**src/rtl/icap_ctrl_pkg.sv**
```systemverilog
// icap_ctrl_pkg: shared FSM state type, err_code values and the bitstream sync word
package icap_ctrl_pkg;
  typedef enum logic [1:0] {IDLE, STREAM, WAIT_DONE, FINISH} state_t;
  localparam logic [1:0] ERR_NONE = 2'd0;
  localparam logic [1:0] ERR_PRERROR = 2'd1;
  localparam logic [1:0] ERR_TIMEOUT = 2'd2;
  localparam logic [1:0] ERR_ABORT = 2'd3;
  localparam logic [31:0] SYNC_WORD = 32'hAA995566;
endpackage

```
**src/rtl/icap_bit_swap.sv**
```systemverilog
// icap_bit_swap: optional per-byte bit reversal of a 32-bit word (din in, dout out, BIT_SWAP=0 passes through)
module icap_bit_swap #(
  parameter bit BIT_SWAP = 1
) (
  input  logic [31:0] din,
  output logic [31:0] dout
);
  for (genvar i = 0; i < 32; i++) begin : g_bit
    assign dout[i] = BIT_SWAP ? din[i ^ 7] : din[i];
  end
endmodule

```
**src/rtl/icap_pr_controller.sv**
```systemverilog
// icap_pr_controller: streams len words from s_valid/s_ready/s_data into ICAP csib/rdwrb/i (stalls on avail), then waits prdone/prerror/timeout and reports busy/done/err_code/words_sent
module icap_pr_controller #(
  parameter bit BIT_SWAP = 1,
  parameter int LEN_W = 24,
  parameter int DONE_TIMEOUT = 65535
) (
  input  logic             CLK,
  input  logic             RSTN,
  input  logic             start,
  input  logic [LEN_W-1:0] len,
  input  logic             abort,
  input  logic             s_valid,
  input  logic [31:0]      s_data,
  output logic             s_ready,
  output logic             icap_csib,
  output logic             icap_rdwrb,
  output logic [31:0]      icap_i,
  input  logic             icap_avail,
  input  logic             icap_prdone,
  input  logic             icap_prerror,
  output logic             busy,
  output logic             done,
  output logic [1:0]       err_code,
  output logic [LEN_W-1:0] words_sent
);
  import icap_ctrl_pkg::*;
  localparam int TW = $clog2(DONE_TIMEOUT + 1);
  state_t state, state_n;
  logic [LEN_W-1:0] remaining;
  logic [TW-1:0] tcnt;
  logic [1:0] err_n;
  logic [31:0] swapped;
  logic perr, hs;
  icap_bit_swap #(.BIT_SWAP(BIT_SWAP)) u_swap (.din(s_data), .dout(swapped));
  assign s_ready = state == STREAM && icap_avail && remaining != '0 && !abort;
  assign hs = s_valid && s_ready;
  assign busy = state != IDLE;
  assign done = state == FINISH;
  always_comb begin
    state_n = state;
    err_n = err_code;
    case (state)
      IDLE: if (start) begin
        state_n = len == '0 ? FINISH : STREAM;
        err_n = ERR_NONE;
      end
      STREAM: if (abort) begin
        state_n = FINISH;
        err_n = ERR_ABORT;
      end else if (hs && remaining == LEN_W'(1)) state_n = WAIT_DONE;
      WAIT_DONE: begin
        state_n = FINISH;
        err_n = abort ? ERR_ABORT :
                (icap_prerror || perr) ? ERR_PRERROR :
                icap_prdone ? ERR_NONE :
                tcnt == TW'(DONE_TIMEOUT - 1) ? ERR_TIMEOUT : err_code;
        if (!abort && !icap_prerror && !perr && !icap_prdone && tcnt != TW'(DONE_TIMEOUT - 1)) state_n = WAIT_DONE;
      end
      default: state_n = IDLE;
    endcase
  end
  always_ff @(posedge CLK) begin
    if (!RSTN) begin
      state <= IDLE;
      icap_csib <= 1'b1;
      icap_rdwrb <= 1'b0;
      icap_i <= '0;
      err_code <= ERR_NONE;
      words_sent <= '0;
      remaining <= '0;
      tcnt <= '0;
      perr <= 1'b0;
    end else begin
      state <= state_n;
      err_code <= err_n;
      icap_csib <= !hs;
      icap_rdwrb <= 1'b0;
      tcnt <= state == WAIT_DONE ? tcnt + 1'b1 : '0;
      if (hs) icap_i <= swapped;
      if (state == STREAM && icap_prerror) perr <= 1'b1;
      if (state == IDLE && start) begin
        remaining <= len;
        words_sent <= '0;
        perr <= 1'b0;
      end
      if (hs) begin
        remaining <= remaining - 1'b1;
        words_sent <= words_sent + 1'b1;
      end
    end
  end
endmodule

```
**config.mk**
```make
export PLATFORM = sky130hd
export DESIGN_NAME = icap_pr_controller
export DESIGN_NICKNAME = d
export VERILOG_FILES = /design/src/rtl/icap_ctrl_pkg.sv /design/src/rtl/icap_bit_swap.sv /design/src/rtl/icap_pr_controller.sv
export SDC_FILE = /design/constraint.sdc
export NUM_CORES = 1
export LEC_CHECK = 0
export CELL_PAD_IN_SITES_DETAIL_PLACEMENT = 1
export CELL_PAD_IN_SITES_GLOBAL_PLACEMENT = 1
export CORE_UTILIZATION = 34
export CTS_BUF_LIST = sky130_fd_sc_hd__clkbuf_4 sky130_fd_sc_hd__clkbuf_8
export DETAILED_ROUTE_END_ITERATION = 6
export PLACE_DENSITY_LB_ADDON = 0.08
export SLEW_MARGIN = 20
export SYNTH_ARGS = -nofsm -noshare
export SYNTH_HDL_FRONTEND = slang
export SYNTH_HIERARCHICAL = 1
export SYNTH_SLANG_ARGS = --single-unit
```
**constraint.sdc**
```tcl
create_clock -name CLK -period 2.05 [get_ports CLK]
set_input_delay 0.41 -clock CLK [delete_from_list [all_inputs] [get_ports CLK]]
set_output_delay 0.41 -clock CLK [all_outputs]
set_load 0.05 [all_outputs]
```
# Word level (Yosys, flattened, before mapping)

Index checks and enable logic that the tools add are counted.
W data, S select, Z words.

Flip-flop bits (word level): 102
Bits in latches: 0
Memory bits (writable): 0
Bits in read-only memories: 0
Bits of input ports: 64
Output and inout bits: 63
Word-level logic and storage cells: 66
Memories kept: 0

$add $sub $neg: 3
Multipliers: 0
Div/mod/pow operators: 0
Order comparisons: 0
Equality and inequality tests: 10
Shift operators: 0
Multiplexer cells: 17
Bitwise gates (word level): 1
Reduce and logical (&&, ||, !) cells: 27

Operators with widths:

| cell                    | count |
|---|---|
| $mux W24                | 4 |
| $add A24 B1 Y24 const B | 1 |
| $eq A24 B1 Y1 const B   | 1 |
| $logic_not A24 Y1       | 1 |
| $reduce_bool A24 Y1     | 1 |
| $sub A24 B1 Y24 const B | 1 |
| $mux W2                 | 10 |
| $add A16 B1 Y16 const B | 1 |
| $eq A16 B16 Y1 const B  | 1 |
| $ne A16 B16 Y1 const B  | 1 |
| $pmux W2 S3             | 2 |
| $logic_and A1 B1 Y1     | 11 |
| $logic_not A1 Y1        | 5 |
| $ne A5 B5 Y1 const B    | 1 |
| $eq A2 B2 Y1 const B    | 2 |
| $ne A2 B2 Y1 const B    | 2 |
| $reduce_and A2 Y1       | 2 |
| $reduce_and A4 Y1       | 1 |
| $reduce_bool A2 Y1      | 2 |
| $ne A3 B2 Y1 const B    | 1 |
| $reduce_bool A3 Y1      | 1 |
| $eq A2 B1 Y1 const B    | 1 |
| $logic_not A2 Y1        | 1 |
| $reduce_or A2 Y1        | 1 |
| 3 further kinds         | 3 |

# Longest topological paths before layout

Depth in word-level cells: 9
Mapped depth: 11
Depth with buffers taken out: 7

# Modules after synthesis

Netlist, hierarchy kept.

By module, submodules not included:

| module             | times used | cells an instance | area an instance (um^2) | seq. area each (um^2) |
|---|---|---|---|---|
| icap_pr_controller | 1          | 621               | 5,066.1                 | 2,042.0 |
| icap_bit_swap      | 1          | 32                | 240.2                   | 0.0 |

# Worst setup path after synthesis

Ideal clock, no wire load.

Kind: register -> output
Start: reg remaining[0]
End: out s_ready
Data arrival time: 2.557 ns
Required time: 1.640 ns
Setup slack: -0.917 ns
Cell stages (with the launch flop): 8
Buffers on the path: 1
Cells stage by stage: dfxtp_1 inv_1 ha_1 nor4b_2 nand4_1 clkbuf_1 nor2_1 nor3_1

Word-level cells in the longest chain between the ends: 3

Ends and longest elaborated chain:

| element                          | line                     | source |
|---|---|---|
| from (decl)                      | icap_pr_controller.sv:29 | `logic [LEN_W-1:0] remaining;` |
| from (signal assigned)           | icap_pr_controller.sv:82 | `remaining <= len;` |
| from (signal assigned)           | icap_pr_controller.sv:87 | `remaining <= remaining - 1'b1;` |
| $reduce_bool A24 Y1              | icap_pr_controller.sv:35 | `assign s_ready = state == STREAM && icap_avail && remaining != '0 && !abort;` |
| $logic_and A1 B1 Y1 (2 in a row) | icap_pr_controller.sv:35 |  |
| to (decl)                        | icap_pr_controller.sv:14 | `output logic s_ready,` |

Every way passes these cells.

# Worst setup path in the final report

Start: reg remaining[1]
End: reg remaining[6]

Word-level cells in the longest chain between the ends: 5
Elaborated cells on any way between the ends: 7

Ends and longest elaborated chain:

| element |
|---|
| branches (longest 5 deep; another with $sub A24 B1 Y24) |

Parallel ways; which one is timed is not known.
A chain may end at the register's enable or synchronous reset.

==> results.json <==
{
  "path_class": "register to register",
  "sw_share_pct": 41.45,
  "min_path_type": "register to register",
  "final_nets": 942,
  "final.setup_skew_ns": 0.01104,
  "cts.root.buffer_cell": "clkbuf_8",
  "async_flop_share_pct": 0,
  "max_freq_mhz": 429.1,
  "worst_setup_hold_path_clk_slew_ns": 0.10,
  "finalSetupViolCount": 79,
  "gpl.final_weighted_congestion": 0.8891,
  "end_kind": "register",
  "yosys.cell_count.top_type": "nand2_1",
  "power.sequential.fraction_pct": 28.7,
  "fillerInstances": 1680,
  "dp_hpwl_um": 14120,
  "critical_path_peak_fanout": 4,
  "mappedNetlistArea_sq_um": 5306,
  "grt_first_pass_wirelength_um": 32750,
  "route.antenna.remaining_nets": 0,
  "yosysTopAreaCellShare_pct": 38.48,
  "cts_tree": "yes",
  "power.ir.vdd_worst_v": 0.0004732,
  "maxCapViolations": 0,
  "synth-main-ff-cell": "dfxtp_1",
  "synth_common_cells": "nand2_1 (108), dfxtp_1 (102), a21oi_1 (53)",
  "first_pass_iters": 4,
  "iter_0_drt_violations": 265,
  "place.detailed.instances": 999,
  "antenna_violations_before_repair": 0,
  "power_density_nw_per_um2": 919.9,
  "grt_max_degree": 21,
  "timing.final.crit_share_pct": 113.7,
  "grtUsageMet1_pct": 28.68,
  "floorplan.die.width_um": 126.9,
  "tightestPinTransition_ns": 0.5414,
  "flops_latches_synth": 102,
  "fin_tns_setup_ns": -8.494,
  "reg2reg_setup_slack_ns": -0.28,
  "p_switching_mw": 3.409,
  "synthesis.area_per_instance_sq_um": 8.126,
  "std_cell_rows": 45,
  "cts_made_buffers": 9,
  "count_of_placed_standard_cells_in_the_final_layout_fillers_left_out": 1061,
  "track_usage_pct": 25.69,
  "gr-max-usage-layer": "met2",
  "clockBufferDepth": 2,
  "sequential_to_total_area_share_from_yosys_stat_pct": 38.48,
  "hold_viol_final": 0,
  "hold_ws_ns": 0.4743,
  "combPwrFrac_pct": 55.2,
  "floorplan.die.height_um": 126.9,
  "holdBufCountCts": 0,
  "top_level_ports": 127,
  "drv_slew": 0,
  "floorplan_die_area_sq_um": 16110,
  "detailed_route_wire_length_um": 22140,
  "cts_num_sinks": 102,
  "use_met2_pct": 47.83,
  "worst-endpoint-required_ns": 2.32,
  "wire_per_inst_um": 20.87,
  "layout-drive-gt1-share_pct": 38.72,
  "clock_network_fraction_of_design_power_pct": 16.1,
  "start_util_pct": 34.91,
  "htree_levels": 3,
  "cellLeakagePower_nw": 3.552,
  "detail_route.vias_per_cell": 5.620,
  "clkLatencyLatePin_ns": 0.39,
  "yosys-top-cells-area": "dfxtp_1 (38%), nand2_1 (7.6%), buf_4 (5.4%)",
  "core-area_sq_um": 15200,
  "final_critical_path_setup_slack_ns": -0.2806,
  "synthToLayoutAreaGrowth_pct": 68.47,
  "worstPathArrival_ns": 2.60,
  "antenna_cells_inserted": 0,
  "number_of_global_route_vias_before_repair": 6394,
  "groute.layer.met3.usage_pct": 5.652,
  "violations": "setup timing",
  "maxSlewHeadroom_pct": 63.80,
  "total_drc_errors_in_the_routed_layout": 0,
  "overflow": 0,
  "vias": 5963,
  "synth-edff-count": 0,
  "syn_nets": 726,
  "synth_top_area_cell": "dfxtp_1",
  "yosysUniqueCellTypes": 65,
  "internal-power_mw": 4.815,
  "rsz0062_at_grt": "yes",
  "fin_crit_ns": 2.331,
  "synth_cells": 653,
  "worst_setup_path_start_kind": "register",
  "yosys_warnings": 6,
  "io_buffer_count": 125,
  "outcome": "complete, but fails checks"
}
[routing by layer]
metal  up-vias  wire (um)
li1       2786          -
met1      2938       8658
met4         0        727
met5         -          0
met3        56       1094
met2       183      11660
[layout by cell type (no fill, tap or decap), types with 5 or more instances in the layout]
master / netlist / routed
a21oi_1: 53 / 15
a21oi_2: 2 / 38
a31oi_1: 8 / 8
and3_1: 11 / 10
buf_12: 0 / 10
buf_4: 38 / 105
buf_6: 1 / 28
buf_8: 0 / 7
clkbuf_8: 0 / 9
clkdlybuf4s50_1: 0 / 99
dfxtp_1: 102 / 86
dfxtp_2: 0 / 16
dlygate4sd2_1: 0 / 8
dlymetal6s2s_1: 0 / 9
ha_1: 9 / 7
inv_1: 14 / 11
mux2i_1: 5 / 5
nand2_1: 108 / 69
nand2_2: 0 / 5
nand2_4: 0 / 32
nand3_1: 29 / 22
nand3_2: 1 / 8
nand4_1: 16 / 16
nor2_1: 45 / 38
nor3_1: 18 / 12
nor4_1: 13 / 12
o2111ai_1: 7 / 6
o211ai_1: 17 / 17
o21ai_0: 10 / 6
o31ai_1: 10 / 7
or3_1: 15 / 15
or4_1: 7 / 7
xnor2_1: 8 / 7
xor2_1: 11 / 10
[state kept, by name, summed over array words and instances (netlist names)]
| signal | cells |
|---|---|
| words_sent | 24 |
| state | 2 |
| remaining | 24 |
| icap_i | 32 |
| err_code | 2 |
| tcnt | 16 |
| perr | 1 |
| icap_csib | 1 |
[metrics by stage]
stage | utilization (%) | total power, mW | worst slack [ns] | instance area, sq um
floorplan | - | 4.100 | -0.05973 | 5410
global placement | 47.84 | 5.501 | -0.3329 | 7273
detailed placement | 47.84 | 5.601 | -0.3892 | 7273
finish | 58.81 | 8.224 | -0.2806 | 8940
global route | 58.81 | 8.569 | -0.3653 | 8940
CTS | 55.42 | 7.659 | -0.2112 | 8426
[cells by family (layout without fill, tap and decap cells)]
family | Yosys count | count (layout) | share of synthesized area, %
AO/OA/AOI/OAI | 150 | 150 | 19.17
adder cells (fa/ha/maj) | 9 | 9 | 2.122
flip-flops | 102 | 102 | 38.48
other | 1 | 1 | 0.07067
AND/OR/NAND/NOR | 285 | 285 | 27.28
buffers and inverters | 82 | 302 | 8.795
XOR/XNOR | 19 | 19 | 3.136
multiplexers | 5 | 5 | 0.9432
[critical path: stages (launching register included)]
cell and delay (ns):
dfxtp_2 0.34, inv_2 0.07, ha_4 0.15, or4b_4 0.50, nor4_4 0.24, buf_6 0.15
buf_6 0.13, a21o_4 0.15, buf_6 0.12, a311oi_2 0.05, a311o_1 0.33
[area by class of cell]
type	count	area (sq um)	share of cell area (%)
inverters	15	56.30	0.6298
repair buffers	272	2740	30.65
clock buffers	10	131.4	1.470
clock inverters	5	58.81	0.6578
flip-flops and latches	102	2062	23.07
multi-input cells	469	3656	40.90
well taps	188	235.2	2.631
[power by group through the flow]
stage                     Clock [mW]  Sequential, mW  Combinational (mW)
after detailed placement           0            2.35                3.25
after CTS                       1.35            2.34                3.97
after global routing            1.43            2.38                4.76
final                           1.32            2.36                4.54
after global placement             0            2.34                3.16
after floorplan                    0            2.47                1.63
[timing repair]
item,CTS,global route
setup buffers,34,12
endpoints found under the setup margin,89,92
cloned,4,3
pin swaps,89,36
hold endpoints to repair,0,0
gates resized for setup,166,97
[worst paths after layout]
check	end	depth (start not counted)	from
setup / recovery	remaining[6]	10	remaining[1]
hold / removal	icap_i[6]	2	icap_i[6]
setup reg to reg	remaining[6]	10	remaining[1]
hold reg to reg	icap_i[6]	2	icap_i[6]
(Power assumes the default switching activity.)
